==> src/rtl/switch_debouncer_if.sv <==
// Switch debouncer port bundle: raw switch levels in, clean levels and edge pulses out.
interface switch_debouncer_if #(
    parameter int WIDTH = 2
);
    logic [WIDTH-1:0] sw_in;
    logic [WIDTH-1:0] sw_out;
    logic [WIDTH-1:0] rise;
    logic [WIDTH-1:0] fall;

    modport master (output sw_in, input sw_out, input rise, input fall);
    modport slave  (input sw_in, output sw_out, output rise, output fall);
endinterface

==> src/rtl/switch_debouncer.sv <==
// Multi-channel switch debouncer: 2-flop sync, then a per-channel counter/FSM filter that
// accepts a new level only after STABLE_CYCLES consecutive disagreeing samples.
module switch_debouncer_chan #(
    parameter int STABLE_CYCLES = 16
) (
    input  logic clk,
    input  logic rst,
    input  logic sw_i,
    output logic sw_o,
    output logic rise_o,
    output logic fall_o
);
    localparam int CW = $clog2(STABLE_CYCLES);
    localparam logic [CW-1:0] CNT_LAST = CW'(STABLE_CYCLES - 1);
    localparam logic [CW-1:0] CNT_ONE  = CW'(1);

    typedef enum logic [1:0] {STABLE_LO, WAIT_HI, STABLE_HI, WAIT_LO} state_e;

    logic          sync1_q, sync2_q;
    state_e        state_q, state_d;
    logic [CW-1:0] cnt_q, cnt_d;
    logic          rise_q, rise_d, fall_q, fall_d;

    always_ff @(posedge clk) begin
        if (rst) begin
            sync1_q <= 1'b0;
            sync2_q <= 1'b0;
            state_q <= STABLE_LO;
            cnt_q   <= '0;
            rise_q  <= 1'b0;
            fall_q  <= 1'b0;
        end else begin
            sync1_q <= sw_i;
            sync2_q <= sync1_q;
            state_q <= state_d;
            cnt_q   <= cnt_d;
            rise_q  <= rise_d;
            fall_q  <= fall_d;
        end
    end

    // Any sample agreeing with the current level drops the count back to zero.
    always_comb begin
        state_d = state_q;
        cnt_d   = '0;
        rise_d  = 1'b0;
        fall_d  = 1'b0;
        unique case (state_q)
            STABLE_LO: if (sync2_q) begin
                state_d = WAIT_HI;
                cnt_d   = CNT_ONE;
            end
            WAIT_HI: begin
                if (!sync2_q) begin
                    state_d = STABLE_LO;
                end else if (cnt_q == CNT_LAST) begin
                    state_d = STABLE_HI;
                    rise_d  = 1'b1;
                end else begin
                    cnt_d = cnt_q + CNT_ONE;
                end
            end
            STABLE_HI: if (!sync2_q) begin
                state_d = WAIT_LO;
                cnt_d   = CNT_ONE;
            end
            WAIT_LO: begin
                if (sync2_q) begin
                    state_d = STABLE_HI;
                end else if (cnt_q == CNT_LAST) begin
                    state_d = STABLE_LO;
                    fall_d  = 1'b1;
                end else begin
                    cnt_d = cnt_q + CNT_ONE;
                end
            end
            default: state_d = STABLE_LO;
        endcase
    end

    always_comb begin
        sw_o   = (state_q == STABLE_HI) || (state_q == WAIT_LO);
        rise_o = rise_q;
        fall_o = fall_q;
    end
endmodule

module switch_debouncer #(
    parameter int WIDTH         = 2,
    parameter int STABLE_CYCLES = 16
) (
    input  logic               clk,
    input  logic               rst,
    switch_debouncer_if.slave  bus
);
    for (genvar i = 0; i < WIDTH; i++) begin : g_chan
        switch_debouncer_chan #(
            .STABLE_CYCLES(STABLE_CYCLES)
        ) u_chan (
            .clk    (clk),
            .rst    (rst),
            .sw_i   (bus.sw_in[i]),
            .sw_o   (bus.sw_out[i]),
            .rise_o (bus.rise[i]),
            .fall_o (bus.fall[i])
        );
    end
endmodule

==> src/flat_wrapper.sv <==
// flat-port wrapper written by rule: the top's interface ports become plain ports
module switch_debouncer_flat 
#(
    parameter int WIDTH         = 2,
    parameter int STABLE_CYCLES = 16
)
  (clk, rst, bus_sw_in, bus_sw_out, bus_rise, bus_fall);
  switch_debouncer_if #(.WIDTH(WIDTH)) bus_i ();
  input  logic clk;
  input  logic rst;
  input wire logic [$bits(bus_i.sw_in)-1:0] bus_sw_in;
  output wire logic [$bits(bus_i.sw_out)-1:0] bus_sw_out;
  output wire logic [$bits(bus_i.rise)-1:0] bus_rise;
  output wire logic [$bits(bus_i.fall)-1:0] bus_fall;
  assign bus_i.sw_in = bus_sw_in;
  assign bus_sw_out = bus_i.sw_out;
  assign bus_rise = bus_i.rise;
  assign bus_fall = bus_i.fall;
  switch_debouncer #(.WIDTH(WIDTH), .STABLE_CYCLES(STABLE_CYCLES)) u_core (.clk(clk), .rst(rst), .bus(bus_i));
endmodule
==> config.mk <==
export PLATFORM = sky130hd
export DESIGN_NAME = switch_debouncer_flat
export DESIGN_NICKNAME = d
export VERILOG_FILES = /design/src/rtl/switch_debouncer_if.sv /design/src/rtl/switch_debouncer.sv /design/src/flat_wrapper.sv
export SDC_FILE = /design/constraint.sdc
export NUM_CORES = 1
export LEC_CHECK = 0
export BUFFER_PORTS_ARGS = -buffer_cell sky130_fd_sc_hd__buf_2
export CORE_MARGIN = 2
export CORE_UTILIZATION = 57
export DETAILED_ROUTE_END_ITERATION = 8
export PLACE_DENSITY = 0.76
export SETUP_SLACK_MARGIN = 0.3
export SYNTH_ARGS = -nofsm -noshare
export SYNTH_HDL_FRONTEND = slang
export SYNTH_SLANG_ARGS = --single-unit
==> constraint.sdc <==
create_clock -name clk -period 1.59 [get_ports clk]
set_input_delay 0.0795 -clock clk [delete_from_list [all_inputs] [get_ports clk]]
set_output_delay 0.0795 -clock clk [all_outputs]
set_load 0.01 [all_outputs]
==> metrics.md <==
| Metric | Value |
|---|---|
| Chip height | 41.4 um |
| Smallest hold slack | 0.101 ns |
| Number of inserted diodes | 0 |
| Number of register bits inferred by synthesis | 20 |
| Measured slew at the worst slew-check pin | 0.265 ns |
| Launching element type of the critical path | flip-flop |
| Die width | 41.4 um |
| Total wirelength of the detailed-routed design | 1040 um |
| Number of maximum-capacitance constraint violations | 0 |
| Run status | finished, final reports clean |
| Final setup violation count | 0 |
| Number of core rows | 13 |
| Tot Pwr | 833 uW |
| Synth Net Count | 84 |
| Count of warnings emitted by yosys | 0 |
| Area grow syn2layout | 8.15% |
| Number of nets in the finished design | 91 |
| Class of the tightest hold or removal check | input pin to flip-flop |
| Final antenna-violating net count | 0 |
| Proportion of total power due to net switching | 20.5% |
| Number of global-route vias before repair | 444 |
| DRT iter0 DRCs | 8 |
| Crit path kind | flip-flop to flip-flop |
| Buffers from clock root to sink, at most | 2 |
| Setup repair bufs after CTS | 0 |
| Portion of the clock cycle consumed by the worst path in the final layout | 74.3% |
| Die Area | 0.00172 mm2 |
| Endpoint kind of the worst setup timing path | flip-flop |
| Core Region | 0.00130 mm2 |
| Residual DRC | 0 |
| Worst IR Drop VDD | 0.000620 V |
| Total congestion overflow | 0 |
| Normalized max-slew margin | 82.3% |
| RSZ-0062 raised after global routing | yes |
| Cell Area, Synth | 798 um2 |
| Post-synth EDFFs | 0 |
| Part of the Yosys area used for sequential elements | 50.2% |
| Wire length of the first global-routing pass | 1890 um |
| All-Layer GR Usage | 14.3% |
| Vias | 496 |
| Count of TritonRoute iterations in the first routing pass | 2 |
| Share of power burned in the clock network | 35.2% |
| Pins over their slew limit | 0 |
| Internal portion of total power | 662 uW |
| Critical path peak fanout | 4 |
| Crit path arrival time | 1.38 ns |
| Clock transition at the registers of the reported paths | 0.11 ns |
| Sum of negative setup slack | 0 ns |
| Clock tree from TritonCTS | done |
| CTS root buffer | clkbuf_4 |
| Fraction of synthesis flops using an asynchronous set or reset pin | 0% |
| Number of hold violations in the final report | 0 |
| Fraction of final layout cells with drive strength greater than 1 | 25.0% |
| Initial core utilization | 61.3% |
| Design area | 863 um2 |
| Clk Latency, worst-skew pair | 0.30 ns |
| Reg-to-reg critical path startpoint | u_core.g_chan[1].u_chan.cnt_q[0] |
| Gate power share | 3.1% |
| Critical Path RT | 1.78 ns |
| Pwr Density | 965 mW/mm2 |
| Achievable frequency | 846 MHz |
| DP Area | 806 um2 |
| Worst min-delay path startpoint | rst |
| Layout Cells excl Fill | 99 |
| Port buffer count | 9 |
| GPL Wtd Cong | 0.705 |
| IO Pins | 10 |
| Share of total power in sequential cells | 61.7% |
| Number of unique standard cell types used by synthesis | 30 |
| Wire length per cell | 10.5 um |
| Post-DR vias/cell | 5.01 |
| Static Leak | 0.343 nW |
| Filler cell count in the final layout | 105 |
| Beginning of the critical path | u_core.g_chan[1].u_chan.cnt_q[0] |
| Num CTS Buffers | 3 |
| Number of standard cells after synthesis | 78 |
| Average cell area after synthesis | 10.2 um2 |
| H-tree level count | 1 |
| Maximum number of pins on one net before global-route repair | 14 |
| Time the worst path needs with I/O delays and setup | 1.18 ns |
| Num Clock Sinks | 20 |
| Final worst clock skew | 0.00174 ns |
| Antenna violations before repair | 0 |
| Number of placed instances with taps included | 93 |
| Total net switching power | 171 uW |
| Dominant register cell in the synthesized netlist | dfxtp_1 |
==> kinds of logic after synthesis <==
kind of cell             count (synthesis)  share of synthesized area (%)
AND/OR/NAND/NOR                         27                           23.4
XOR/XNOR                                 4                           4.39
buffers and inverters                   14                           9.40
flip-flops                              20                           50.2
AO/OA/AOI/OAI                           10                           8.31
adder cells (fa/ha/maj)                  2                           3.13
multiplexers                             1                           1.25
==> state kept, by name, summed over array words and instances (netlist names), named ones only <==
signal                        count
u_core.g_chan.u_chan.sync1_q      2
u_core.g_chan.u_chan.sync2_q      2
u_core.g_chan.u_chan.cnt_q        8
u_core.g_chan.u_chan.state_q      2
u_core.g_chan.u_chan.fall_o       2
u_core.g_chan.u_chan.rise_o       2
==> per-stage QoR <==
step / setup WS [ns] / util (%)
after floorplan: 0.518 / -
after global placement: 0.434 / 61.9
after detailed placement: 0.426 / 61.9
after CTS: 0.410 / 66.3
after global routing: 0.294 / 66.3
final: 0.408 / 66.3
==> synthesized netlist by cell type (2+ instances only) <==
cell / number / area [um2]
nand4_1: 2 / 12.5
ha_1: 2 / 25.0
clkbuf_1: 2 / 7.51
nor2b_1: 5 / 31.3
xnor2_1: 3 / 26.3
nor2_1: 5 / 18.8
nand3_1: 2 / 10.0
nor3_1: 3 / 15.0
a21oi_1: 4 / 20.0
dfxtp_1: 20 / 400
inv_1: 5 / 18.8
buf_4: 6 / 45.0
nor3b_1: 2 / 15.0
==> worst max-delay path, cell delays in order, from the launching register on <==
cell and delay, ns:
dfxtp_1 0.39, ha_1 0.24, nand4_1 0.20, mux2i_1 0.20, nor2_1 0.05
==> final timing paths <==
check	cells after the start	slack, ns	end
max	4	0.41	flip-flop
min	2	0.10	u_core.g_chan[0].u_chan.sync2_q
max reg2reg	4	0.41	flip-flop
min reg2reg	1	0.45	u_core.g_chan[0].u_chan.sync2_q
==> area by class of cell <==
| type | count | area [um2] | area share (%) |
|---|---|---|---|
| clock buffers | 4 | 36.3 | 4.20 |
| inverters | 5 | 18.8 | 2.17 |
| multi-input cells | 44 | 323 | 37.4 |
| flip-flops and latches | 20 | 402 | 46.5 |
| well taps | 15 | 18.8 | 2.17 |
| repair buffers | 11 | 65.1 | 7.54 |
==> power by group through the flow <==
stage,combinational (mW),sequential [mW],clock (mW)
global route,0.0289,0.515,0.315
CTS,0.0258,0.514,0.296
global placement,0.0218,0.525,0
finish,0.0256,0.514,0.294
floorplan,0.0161,0.524,0
detailed placement,0.0221,0.525,0
==> metal layers <==
metal	vias up	global-route usage, %	wire length, um
met5	-	0	0
met4	0	9.68	27
met3	4	3.04	44
met2	12	20.3	402
met1	213	19.2	566
li1	267	-	-
==> cell usage in the layout, fill, tap and decap left out, types with 3 or more instances in the layout <==
cell type,netlist,layout
nor3_1,3,3
buf_2,0,9
inv_1,5,5
a21oi_1,4,4
xnor2_1,3,3
nor2b_1,5,5
nor2_1,5,5
clkbuf_4,0,3
dfxtp_1,20,19
==> repair_timing <==
| item | CTS | global route |
|---|---|---|
| resized for setup | 0 | 1 |
| setup endpoints to repair | 0 | 2 |
| endpoints found under the hold margin | 2 | 0 |
| hold buffers | 2 | 0 |
Note: power is estimated with default switching activity, not from simulation.
